**src/rtl/uart_tx_arbiter_if.sv**
```systemverilog
// Handshake bundle between byte-stream requesters, the arbiter and the Uart8 tx port.
// master = requester/UART side, slave = arbiter side.
interface uart_tx_arbiter_if #(
    parameter int unsigned NUM_REQ = 4
);
    logic                   en;
    logic [NUM_REQ-1:0]     req_valid;
    logic [NUM_REQ*8-1:0]   req_data;
    logic [NUM_REQ-1:0]     req_last;
    logic [NUM_REQ-1:0]     req_ready;
    logic                   tx_en;
    logic [7:0]             tx_data;
    logic                   tx_valid;
    logic                   tx_ready;
    logic [NUM_REQ-1:0]     grant;
    logic                   busy;
    logic                   timeout_err;

    modport master (
        output en, req_valid, req_data, req_last, tx_ready,
        input  req_ready, tx_en, tx_data, tx_valid, grant, busy, timeout_err
    );

    modport slave (
        input  en, req_valid, req_data, req_last, tx_ready,
        output req_ready, tx_en, tx_data, tx_valid, grant, busy, timeout_err
    );
endinterface

```
**src/rtl/uart_tx_arbiter.sv**
```systemverilog
// Packet-level round-robin arbiter sharing one Uart8 transmitter, with stall watchdog.
// Define UART_ARB_TAG_EN to prefix each packet with a 0xF0|id tag byte.
module uart_tx_arbiter #(
    parameter int unsigned NUM_REQ        = 4,
    parameter int unsigned TIMEOUT_CYCLES = 1024
) (
    input  logic             i_clk,
    input  logic             i_rst,
    uart_tx_arbiter_if.slave io_bus
);
    localparam int unsigned IDX_W = $clog2(NUM_REQ);
    localparam int unsigned WD_W  = (TIMEOUT_CYCLES == 0) ? 1 : $clog2(TIMEOUT_CYCLES + 1);
    localparam logic [WD_W-1:0] WD_FIRE = WD_W'((TIMEOUT_CYCLES == 0) ? 0 : TIMEOUT_CYCLES - 1);
    localparam logic [WD_W-1:0] WD_MAX  = WD_W'(TIMEOUT_CYCLES);

    localparam logic [1:0] ST_IDLE = 2'd0;
    localparam logic [1:0] ST_DATA = 2'd1;
`ifdef UART_ARB_TAG_EN
    localparam logic [1:0] ST_TAG  = 2'd2;
    localparam logic [1:0] ST_FIRST = ST_TAG;
`else
    localparam logic [1:0] ST_FIRST = ST_DATA;
`endif

    logic [1:0]         r_state;
    logic [1:0]         w_state_nxt;
    logic [IDX_W-1:0]   r_owner;
    logic [IDX_W-1:0]   r_last_grant;
    logic [IDX_W-1:0]   w_pick;
    logic [IDX_W-1:0]   w_cand;
    logic [NUM_REQ-1:0] r_grant;
    logic [WD_W-1:0]    r_wd;
    logic [7:0]         r_tx_data;
    logic [7:0]         w_tx_data;
    logic [7:0]         w_owner_data;
    logic               w_tx_valid;
    logic               w_owner_valid;
    logic               w_owner_last;
    logic               w_wd_fire;

    assign w_owner_valid = io_bus.req_valid[r_owner];
    assign w_owner_last  = io_bus.req_last[r_owner];
    assign w_owner_data  = io_bus.req_data[{r_owner, 3'b000} +: 8];

    always_comb begin
        w_pick = '0;
        w_cand = '0;
        // Walk downward so the requester nearest after last_grant is assigned last and wins.
        for (int k = NUM_REQ; k >= 1; k--) begin
            w_cand = IDX_W'((32'(r_last_grant) + 32'(k)) % NUM_REQ);
            if (io_bus.req_valid[w_cand]) begin
                w_pick = w_cand;
            end
        end
    end

    always_comb begin
        w_state_nxt      = r_state;
        w_tx_valid       = 1'b0;
        w_tx_data        = r_tx_data;
        w_wd_fire        = 1'b0;
        io_bus.req_ready = '0;
        case (r_state)
            ST_IDLE: begin
                if (io_bus.en && (|io_bus.req_valid)) begin
                    w_state_nxt = ST_FIRST;
                end
            end
            ST_DATA: begin
                w_tx_valid = w_owner_valid;
                if (w_owner_valid) begin
                    w_tx_data = w_owner_data;
                end
                io_bus.req_ready[r_owner] = io_bus.tx_ready;
                if (w_owner_valid && io_bus.tx_ready && w_owner_last) begin
                    w_state_nxt = ST_IDLE;
                end else if (TIMEOUT_CYCLES != 0 && !w_owner_valid && r_wd == WD_FIRE) begin
                    w_wd_fire   = 1'b1;
                    w_state_nxt = ST_IDLE;
                end
            end
`ifdef UART_ARB_TAG_EN
            ST_TAG: begin
                w_tx_valid = 1'b1;
                w_tx_data  = {4'hF, 4'(r_owner)};
                if (io_bus.tx_ready) begin
                    w_state_nxt = ST_DATA;
                end
            end
`endif
            default: w_state_nxt = ST_IDLE;
        endcase
    end

    always_ff @(posedge i_clk or posedge i_rst) begin
        if (i_rst) begin
            r_state      <= ST_IDLE;
            r_owner      <= '0;
            r_last_grant <= IDX_W'(NUM_REQ - 1);
            r_grant      <= '0;
            r_wd         <= '0;
            r_tx_data    <= '0;
        end else begin
            r_state <= w_state_nxt;
            if (w_tx_valid) begin
                r_tx_data <= w_tx_data;
            end
            if (r_state == ST_IDLE && w_state_nxt != ST_IDLE) begin
                r_owner <= w_pick;
                r_grant <= NUM_REQ'(1) << w_pick;
            end else if (r_state != ST_IDLE && w_state_nxt == ST_IDLE) begin
                r_last_grant <= r_owner;
                r_grant      <= '0;
            end
            // Stall counter runs only while the owner is silent mid-packet; saturates at the limit.
            if (r_state == ST_DATA && !w_owner_valid && w_state_nxt == ST_DATA) begin
                if (r_wd != WD_MAX) begin
                    r_wd <= r_wd + 1'b1;
                end
            end else begin
                r_wd <= '0;
            end
        end
    end

    assign io_bus.tx_valid    = w_tx_valid;
    assign io_bus.tx_data     = w_tx_data;
    assign io_bus.grant       = r_grant;
    assign io_bus.busy        = (r_state != ST_IDLE);
    assign io_bus.tx_en       = io_bus.en | (r_state != ST_IDLE);
    assign io_bus.timeout_err = w_wd_fire;
endmodule

```
**src/flat_wrapper.sv**
```systemverilog
// flat-port wrapper written by rule: the top's interface ports become plain ports
module uart_tx_arbiter_flat 
#(
    parameter int unsigned NUM_REQ        = 4,
    parameter int unsigned TIMEOUT_CYCLES = 1024
)
  (i_clk, i_rst, io_bus_en, io_bus_req_valid, io_bus_req_data, io_bus_req_last, io_bus_tx_ready, io_bus_req_ready, io_bus_tx_en, io_bus_tx_data, io_bus_tx_valid, io_bus_grant, io_bus_busy, io_bus_timeout_err);
  uart_tx_arbiter_if #(.NUM_REQ(NUM_REQ)) io_bus_i ();
  input  logic i_clk;
  input  logic i_rst;
  input wire logic [$bits(io_bus_i.en)-1:0] io_bus_en;
  input wire logic [$bits(io_bus_i.req_valid)-1:0] io_bus_req_valid;
  input wire logic [$bits(io_bus_i.req_data)-1:0] io_bus_req_data;
  input wire logic [$bits(io_bus_i.req_last)-1:0] io_bus_req_last;
  input wire logic [$bits(io_bus_i.tx_ready)-1:0] io_bus_tx_ready;
  output wire logic [$bits(io_bus_i.req_ready)-1:0] io_bus_req_ready;
  output wire logic [$bits(io_bus_i.tx_en)-1:0] io_bus_tx_en;
  output wire logic [$bits(io_bus_i.tx_data)-1:0] io_bus_tx_data;
  output wire logic [$bits(io_bus_i.tx_valid)-1:0] io_bus_tx_valid;
  output wire logic [$bits(io_bus_i.grant)-1:0] io_bus_grant;
  output wire logic [$bits(io_bus_i.busy)-1:0] io_bus_busy;
  output wire logic [$bits(io_bus_i.timeout_err)-1:0] io_bus_timeout_err;
  assign io_bus_i.en = io_bus_en;
  assign io_bus_i.req_valid = io_bus_req_valid;
  assign io_bus_i.req_data = io_bus_req_data;
  assign io_bus_i.req_last = io_bus_req_last;
  assign io_bus_i.tx_ready = io_bus_tx_ready;
  assign io_bus_req_ready = io_bus_i.req_ready;
  assign io_bus_tx_en = io_bus_i.tx_en;
  assign io_bus_tx_data = io_bus_i.tx_data;
  assign io_bus_tx_valid = io_bus_i.tx_valid;
  assign io_bus_grant = io_bus_i.grant;
  assign io_bus_busy = io_bus_i.busy;
  assign io_bus_timeout_err = io_bus_i.timeout_err;
  uart_tx_arbiter #(.NUM_REQ(NUM_REQ), .TIMEOUT_CYCLES(TIMEOUT_CYCLES)) u_core (.i_clk(i_clk), .i_rst(i_rst), .io_bus(io_bus_i));
endmodule
```
**config.mk**
```make
export PLATFORM = sky130hd
export DESIGN_NAME = uart_tx_arbiter_flat
export DESIGN_NICKNAME = d
export VERILOG_FILES = /design/src/rtl/uart_tx_arbiter_if.sv /design/src/rtl/uart_tx_arbiter.sv /design/src/flat_wrapper.sv
export SDC_FILE = /design/constraint.sdc
export NUM_CORES = 1
export LEC_CHECK = 0
export ABC_AREA = 1
export CORE_AREA = 2 2 66 68
export CTS_CLUSTER_SIZE = 30
export DETAILED_ROUTE_END_ITERATION = 16
export DIE_AREA = 0 0 68 70
export PLACE_DENSITY = 0.83
export SLEW_MARGIN = 20
export SYNTH_ARGS = -nofsm -noshare
export SYNTH_HDL_FRONTEND = slang
export SYNTH_SLANG_ARGS = --single-unit
```
**constraint.sdc**
```tcl
create_clock -name i_clk -period 4.4 [get_ports i_clk]
set_input_delay 0.44 -clock i_clk [delete_from_list [all_inputs] [get_ports i_clk]]
set_output_delay 0.44 -clock i_clk [all_outputs]
set_load 0.01 [all_outputs]
```
==> results.json, run 1 <==
{
  "power_density_nw_per_um2": 511.8,
  "ys_ff_latch": 29,
  "path_class": "reg2out",
  "clk-insertion-delay-late_ps": 280,
  "crit_family": "buffers and inverters",
  "max_freq_mhz": 332.2,
  "drt-initial-drc-count": 130,
  "crit_slowest_cell": "dfrtp_1",
  "post_cts_buffers": 0,
  "seq_area_um2": 728.2,
  "end_kind": "output port",
  "ys_async_sr_fraction_pct": 100.0,
  "multi_input_area_um2": 1027,
  "switching_share_pct": 42.87,
  "timing.final.crit_share_pct": 68.41,
  "grt_use_total_pct": 22.38,
  "fillers": 364,
  "drv_slew": 0,
  "cp_cell_sequence": "inv_2 -> nor2_8 -> a22oi_2 -> nand2_2 -> inv_4 -> nor2_8 -> nor2_1 -> a21oi_1 -> clkdlybuf4s50_1",
  "die_area_um2": 4760,
  "cts_hold_buf": 0,
  "grt_pass1_vias": 1864,
  "post-route-min-period_ps": 3010,
  "clock-skew-final_ps": 2.300,
  "synth_top_area_cell": "dfrtp_1",
  "cts_buffer_depth": 2,
  "synth_top_area_share_pct": 34.77,
  "cts_buffers": 5,
  "finalWirelength_um": 4697,
  "worst_pin_slew_ps": 596.5,
  "synthCells": 263,
  "num_vias": 1924,
  "clk_pin_slew_ps": 60,
  "setup_tns_ps": 0,
  "clkPwrFrac_pct": 16.1,
  "syn2layout_area_growth_pct": 37.86,
  "crit_path_frequent_cell": "nor2_8",
  "dp_hpwl_um": 3648,
  "die_w_um": 68,
  "cts_tree": "done",
  "coreArea_um2": 4144,
  "post_cts_resized": 0,
  "drv_cap": 0,
  "worstPathMaxFanout": 25,
  "dp_slack_ps": 1644,
  "place_congestion": 0.8549,
  "cp_num_buf_inv": 3,
  "die_y_um": 70,
  "clock_sinks": 29,
  "drc": 0,
  "hold_path_class": "reg2reg",
  "wl_per_cell_um": 12.36,
  "syn_area_um2": 1943,
  "start_util_pct": 46.89,
  "fin_ws_ps": 1390,
  "critical-path-max-stage-delay_ps": 610,
  "p_leak_nw": 1.226,
  "ioPinCount": 64,
  "hold_violations": 0,
  "cp.arrival_ps": 2570,
  "cp_data_required_time_ps": 3960,
  "root_buffer": "clkbuf_8",
  "synth_nets": 311,
  "avgSynthCellArea_um2": 7.388,
  "ys_seq_area_share_pct": 37.48,
  "htree_num_levels": 2,
  "ir_drop_mv": 0.2660,
  "synth_commonest_cells": "nand2_1, inv_1, dfrtp_1",
  "synth_cell_types": 34,
  "synth_most_common_cell": "nand2_1",
  "io_buffers": 63,
  "synth_warnings": 0,
  "power.share.sequential_pct": 29.7,
  "vias_per_cell": 5.063,
  "p_comb_share_pct": 54.1,
  "n_antenna_cell": 0,
  "rsz0062_at_grt": "false",
  "antenna_found_initial": 0,
  "status": "complete, no violations",
  "grt_max_degree": 30,
  "first_pass_iters": 4,
  "fp-row-count": 24,
  "p_int_mw": 0.7833,
  "p_switching_mw": 0.5878,
  "synth-edff-count": 0,
  "grt_pass1_wl_um": 8079,
  "slew_headroom_pct": 60.18,
  "synth-main-ff-cell": "dfrtp_1",
  "setup_viol": 0,
  "grt-ovfl-total": 0,
  "finalNetCount": 376,
  "ys_top_cells_by_area": "dfrtp_1, nand2_1, inv_1, nor2_1, nand3_1",
  "layout-drive-gt1-share_pct": 8.232,
  "start_kind": "flip-flop",
  "postRouteAntennaNets": 0
}
worst paths after layout:
path,startpoint,to,slack [ps],depth (start not counted)
hold / removal,u_core.r_tx_data[5],u_core.r_tx_data[5],520,2
min in group asynchronous,i_rst,u_core.r_wd[1],550,2
max in group asynchronous,i_rst,u_core.r_wd[9],3460,2
hold reg to reg,u_core.r_tx_data[5],u_core.r_tx_data[5],520,2
setup reg to reg,u_core.r_wd[0],u_core.io_bus.grant[1],2080,15
setup / recovery,u_core.r_owner[1],io_bus_tx_data[0],1390,9
sequential cells by signal, summed over array words and instances, names as in the netlist:
| register | count |
|---|---|
| u_core.r_last_grant | 2 |
| u_core.io_bus.grant | 4 |
| u_core.r_state | 2 |
| u_core.r_wd | 11 |
| u_core.r_tx_data | 8 |
| u_core.r_owner | 2 |
worst min-delay path, stage by stage, from the launching register on:
cell     delay [ps]
dfrtp_1         330
nor2_1           50
a21oi_1         100
placed cells by master, fill, tap and decap left out:
| master | n |
|---|---|
| dfrtp_1 | 27 |
| inv_2 | 7 |
| nand3_4 | 1 |
| a21oi_1 | 17 |
| inv_4 | 1 |
| a22oi_2 | 2 |
| nand3b_1 | 1 |
| nand2_2 | 2 |
| nor2_8 | 3 |
| nand4_1 | 3 |
| xnor2_1 | 1 |
| clkbuf_8 | 6 |
| nand2_1 | 68 |
| nor2_1 | 26 |
| nand3_1 | 18 |
| nor3_1 | 8 |
| o21ai_1 | 1 |
| a22oi_1 | 9 |
| and3_1 | 8 |
| conb_1 | 1 |
| a31oi_1 | 1 |
| inv_1 | 27 |
| o21ai_0 | 6 |
| xor2_1 | 4 |
| nor2_2 | 1 |
| clkinv_1 | 2 |
| nor2_4 | 1 |
| dfstp_2 | 2 |
| nor3b_1 | 1 |
| o21bai_1 | 4 |
| ha_1 | 4 |
| clkdlybuf4s50_1 | 63 |
| or2_2 | 1 |
| clkbuf_1 | 1 |
power groups by stage:
stage,combinational [mW],clock [mW],sequential [mW]
2_1_floorplan,0.554,0,0.366
3_3_place_gp,0.728,0,0.412
6_report,0.742,0.221,0.408
4_1_cts,0.748,0.225,0.408
3_5_place_dp,0.745,0,0.412
5_1_grt,0.839,0.239,0.417
cell type report:
type | instances | share of cell area, %
inverter | 37 | 5.278
tap | 52 | 2.429
clock buffer | 7 | 3.223
multi-input combinational | 192 | 38.35
sequential | 29 | 27.18
timing repair buffer | 63 | 23.54
kinds of logic (layout without fill, tap and decap cells):
kind of cell / after synthesis / in the layout / share of synthesized area, %
simple gates: 142 / 142 / 35.03
buf+inv: 42 / 107 / 9.659
compound gates: 40 / 40 / 12.81
flops: 29 / 29 / 37.48
xor+xnor: 5 / 5 / 2.254
fa+ha+maj: 4 / 4 / 2.576
other cells: 1 / 1 / 0.1930
stage by stage:
stage	util, %	std cells	total power [mW]	cell area (um^2)	hold slack, ps
after global routing	64.64	380	1.495	2679	548.9
after floorplan	-	263	0.9198	1943	480.2
final	64.64	380	1.371	2679	519.7
after CTS	64.64	380	1.382	2679	519.9
after global placement	62.56	373	1.140	2592	499.2
after detailed placement	62.56	373	1.157	2592	502.7
metal layers:
layer  GRT usage (%)  part of all wire, %
met1           28.29                   42
met2           35.06                   50
met3           7.085                  6.2
met4           8.667                  1.9
met5               0                    0
No activity file was read; power rests on OpenSTA's default activity.
==> inputs of run 2 (changes only) <==
CORE_AREA = 2 2 72 74   (was 2 2 66 68)
DIE_AREA = 0 0 74 76   (was 0 0 68 70)
PLACE_DENSITY = 0.74   (was 0.83)
clock period = 2.5 ns   (was 4.4 ns; I/O delays follow)
==> results.json, run 2 (synthesis gave the netlist of run 1 again) <==
{
  "cts_buffers": 5,
  "drv_cap": 0,
  "vias_per_cell": 4.717,
  "critical-path-max-stage-delay_ps": 570,
  "fillers": 450,
  "finalWirelength_um": 4818,
  "postRouteAntennaNets": 0,
  "clk_pin_slew_ps": 70,
  "worstPathMaxFanout": 11,
  "drt-initial-drc-count": 74,
  "htree_num_levels": 2,
  "coreArea_um2": 4912,
  "layout-drive-gt1-share_pct": 11.57,
  "start_util_pct": 39.56,
  "r2r_start": "u_core.r_wd[0]",
  "clk-insertion-delay-late_ps": 280,
  "grt_pass1_wl_um": 8086,
  "hold_slack_ps": 343.1,
  "rsz0062_at_grt": "false",
  "n_antenna_cell": 0,
  "wl_per_cell_um": 11.84,
  "drc": 0,
  "rr_worst_depth": 15,
  "hold_path_class": "in2async",
  "power_density_nw_per_um2": 919.6,
  "die_y_um": 76,
  "grt-ovfl-total": 0,
  "max_freq_mhz": 443.8,
  "crit_slowest_cell": "clkdlybuf4s50_1",
  "cp_data_required_time_ps": 2250,
  "clkPwrFrac_pct": 19.8,
  "seq_area_um2": 729.5,
  "r2r_end": "u_core.io_bus.grant[1]",
  "die_w_um": 74,
  "first_pass_iters": 4,
  "timing.final.crit_share_pct": 90.13,
  "cts_buffer_depth": 2,
  "num_vias": 1920,
  "p_switching_mw": 1.079,
  "cts_hold_buf": 0,
  "clock-skew-final_ps": 1.439,
  "setup_viol": 0,
  "path_class": "reg2out",
  "hold_violations": 0,
  "p_int_mw": 1.519,
  "antenna_found_initial": 0,
  "layout_common_cells": "nand2_1, clkdlybuf4s50_1, inv_1",
  "end_kind": "output port",
  "crit_path_frequent_cell": "nor2_8",
  "place_congestion": 0.8038,
  "ir_drop_mv": 0.5153,
  "layout_commonest_cell": "nand2_1",
  "grt_max_degree": 30,
  "root_buffer": "clkbuf_8",
  "r2r_slack_ps": 260,
  "cp.arrival_ps": 2000,
  "multi_input_area_um2": 1044,
  "post-route-min-period_ps": 2253,
  "p_leak_nw": 1.362,
  "finalNetCount": 384,
  "power.share.sequential_pct": 26.6,
  "cts_tree": "done",
  "start_kind": "flip-flop",
  "io_buffers": 63,
  "clock_sinks": 29,
  "drv_slew": 0,
  "cp_cell_sequence": "nor2_8 -> a22oi_2 -> nand2_2 -> inv_4 -> nor2_8 -> clkdlybuf4s50_1",
  "switching_share_pct": 41.55,
  "die_area_um2": 5624,
  "fp-row-count": 26,
  "largest_reg_flops": 11,
  "syn2layout_area_growth_pct": 45.40,
  "grt_use_total_pct": 18.29,
  "ioPinCount": 64,
  "p_comb_share_pct": 53.6,
  "regMostFlops": "u_core.r_wd",
  "grt_pass1_vias": 1791,
  "dp_hpwl_um": 3535,
  "status": "complete, no violations",
  "setup_tns_ps": 0
}
-- run 2: cell type report --
cell class	count	share of cell area (%)
Sequential cell	29	25.82
Clock inverter	1	1.063
Timing Repair Buffer	70	24.98
Inverter	37	5.049
Multi-Input combinational cell	193	36.94
Clock buffer	7	3.056
Tap cell	70	3.100
-- run 2: power groups by stage --
stage               clock network, mW  logic (mW)  registers [mW]
global placement                    0        1.36           0.693
finish                          0.515        1.39           0.690
floorplan                           0       0.974           0.644
detailed placement                  0        1.38           0.697
CTS                             0.528        1.41           0.690
global route                    0.544        1.56           0.708
-- run 2: repair_timing --
item,CTS,global route
pin swaps,2,1
cloned,1,0
setup buffers,0,2
resized for setup,2,11
endpoints found under the setup margin,8,13
-- run 2: worst max path at each step --
| stage | from | endpoint | slack [ps] | cells past startpoint |
|---|---|---|---|---|
| after floorplan | u_core.r_wd[0] | u_core.io_bus.grant[1] | 460 | 15 |
| after global placement | io_bus_req_valid[3] | io_bus_tx_data[4] | 160 | 8 |
| after detailed placement | io_bus_req_valid[3] | io_bus_tx_data[4] | 140 | 8 |
| after CTS | u_core.r_owner[1] | io_bus_tx_data[5] | 0.8 | 8 |
| after global routing | u_core.r_wd[0] | u_core.io_bus.grant[1] | 2 | 15 |
| final | u_core.r_owner[1] | io_bus_tx_valid | 250 | 6 |
-- run 2: through the flow --
| stage | worst slack, ps | cell area [um^2] | instances | total power [mW] | utilization [%] |
|---|---|---|---|---|---|
| final | 246.7 | 2825 | 407 | 2.598 | 57.51 |
| after detailed placement | 139.1 | 2653 | 396 | 2.080 | 54.00 |
| after global routing | 1.543 | 2825 | 407 | 2.810 | 57.51 |
| after global placement | 156.3 | 2653 | 396 | 2.057 | 54.00 |
| after floorplan | 462.7 | 1943 | 263 | 1.619 | - |
| after CTS | 0.7510 | 2783 | 405 | 2.631 | 56.65 |
-- run 2: layer usage --
metal  track usage (%)  vias up  routed length, um
met2             29.82       46               2367
met3             4.497        8                234
met1             23.65      867               2148
met5                 0        -                  0
li1                  -      999                  -
met4             5.455        0                 68
-- run 2: critical path: cells and delay by family (launching register included) --
kind / cells / cell delay [ps]
AOI/OAI and AO/OA: 1 / 80
buffers and inverters: 2 / 650
DFF: 1 / 500
and+or+nand+nor: 3 / 490
==> inputs of run 3 (changes only) <==
CORE_AREA = 2 2 84 86   (was 2 2 72 74)
CTS_CLUSTER_DIAMETER = 120   (was unset)
DIE_AREA = 0 0 86 88   (was 0 0 74 76)
PLACE_DENSITY = 0.57   (was 0.74)
==> results.json, run 3 (synthesis gave the netlist of run 1 again) <==
{
  "status": "complete, no violations",
  "drv_cap": 0,
  "vias_per_cell": 4.586,
  "worstPathMaxFanout": 12,
  "drv_slew": 0,
  "first_pass_iters": 4,
  "cts_tree": "done",
  "seq_area_um2": 729.5,
  "drt-initial-drc-count": 110,
  "syn2layout_area_growth_pct": 45.27,
  "grt-ovfl-total": 0,
  "grt_max_degree": 19,
  "cp_num_buf_inv": 3,
  "die_w_um": 86,
  "cp_cell_sequence": "buf_4 -> nor2_4 -> a22oi_2 -> nand2_2 -> inv_6 -> nor2_4 -> clkdlybuf4s50_1",
  "timing.final.crit_share_pct": 95.61,
  "r2r_slack_ps": 290,
  "cp_data_required_time_ps": 2250,
  "rsz0062_at_grt": "false",
  "io_buffers": 63,
  "start_util_pct": 29.25,
  "htree_num_levels": 2,
  "fillers": 682,
  "hold_path_class": "in2async",
  "grt_pass1_vias": 1842,
  "coreArea_um2": 6644,
  "die_y_um": 88,
  "place_congestion": 0.7934,
  "cts_buffer_depth": 2,
  "crit_family": "buffers and inverters",
  "antenna_found_initial": 0,
  "clk_pin_slew_ps": 70,
  "grt_pass1_wl_um": 8307,
  "final_cells": 418,
  "max_freq_mhz": 418.4,
  "critical-path-max-stage-delay_ps": 600,
  "cts_buffers": 5,
  "start_kind": "flip-flop",
  "finalNetCount": 385,
  "root_buffer": "clkbuf_8",
  "cts_hold_buf": 0,
  "setup_tns_ps": 0,
  "dpl.cell_count": 406,
  "multi_input_area_um2": 1060,
  "post-route-min-period_ps": 2390,
  "layout_commonest_cell": "nand2_1",
  "clk-insertion-delay-late_ps": 280,
  "die_area_um2": 7568,
  "finalWirelength_um": 4950,
  "clock_sinks": 29,
  "postRouteAntennaNets": 0,
  "hold_violations": 0,
  "clock-skew-final_ps": 11.44,
  "num_vias": 1917,
  "end_kind": "output port",
  "largest_reg_flops": 11,
  "crit_slowest_cell": "clkdlybuf4s50_1",
  "ioPinCount": 64,
  "p_leak_nw": 1.347,
  "power_density_nw_per_um2": 872.5,
  "crit_path_frequent_cell": "nor2_4",
  "grt_use_total_pct": 13.90,
  "regMostFlops": "u_core.r_wd",
  "layout_common_cells": "nand2_1, clkdlybuf4s50_1, inv_1",
  "wl_per_cell_um": 11.84,
  "setup_viol": 0,
  "fp-row-count": 30,
  "layout-drive-gt1-share_pct": 12.13,
  "n_antenna_cell": 0,
  "dp_hpwl_um": 3801,
  "cp.arrival_ps": 2140,
  "drc": 0,
  "path_class": "reg2out",
  "ir_drop_mv": 0.3447
}
-- run 3: changes by cell type in the layout (fill, tap and decap cells not counted), sizes merged --
cell | previous run | this run
bufinv | 1 | 0
clkbuf | 7 | 6
nor2 | 32 | 33
clkinv | 2 | 4
-- run 3: final timing paths --
check	startpoint	to	cells after the start
setup / recovery	u_core.r_owner[0]	io_bus_tx_valid	7
setup reg to reg	u_core.r_wd[1]	u_core.io_bus.grant[0]	15
hold reg to reg	u_core.r_tx_data[3]	u_core.r_tx_data[3]	2
min in group i_clk	u_core.r_tx_data[3]	u_core.r_tx_data[3]	2
hold / removal	i_rst	u_core.r_wd[0]	2
max in group asynchronous	i_rst	u_core.r_last_grant[1]	3
-- run 3: per-stage QoR --
step	power (mW)	hold WS (ps)	worst slack [ps]	util [%]	cell area, um^2
after global placement	2.079	497.6	135.1	40.11	2665
final	2.463	277.1	109.7	42.49	2823
after global routing	2.688	319.3	13.53	42.49	2823
after detailed placement	2.079	498.0	114.3	40.11	2665
after floorplan	1.619	326.6	462.7	-	1943
after CTS	2.504	287.6	24.18	41.77	2775
-- run 3: timing repair --
item	CTS	global route
gates cloned	2	0
resized for setup	3	12
setup buffers	0	2
endpoints found under the setup margin	9	12
pin swaps	2	1
-- run 3: cell type report --
| cell class | instances | area share (%) |
|---|---|---|
| multi-input combinational | 194 | 37.54 |
| sequential | 29 | 25.84 |
| timing repair buffer | 70 | 25.00 |
| inverter | 37 | 5.142 |
| tap | 80 | 3.546 |
| clock buffer | 6 | 2.571 |
| clock inverter | 2 | 0.3546 |
-- run 3: layer usage --
layer  vias up  global-route usage [%]  wire length (um)
met5         -                       0                 0
met1       853                   17.52              2256
li1       1002                       -                 -
met4         0                   3.896                44
met2        57                   23.33              2328
met3         5                   3.959               320
-- run 3: power by group --
part / switching (mW) / leakage, nW / total (mW) / internal (mW)
logic: 0.802 / 0.934 / 1.40 / 0.600
registers: 0.0935 / 0.368 / 0.692 / 0.598
clock network: 0.176 / 0.0450 / 0.369 / 0.192
total: 1.07 / 1.35 / 2.46 / 1.39
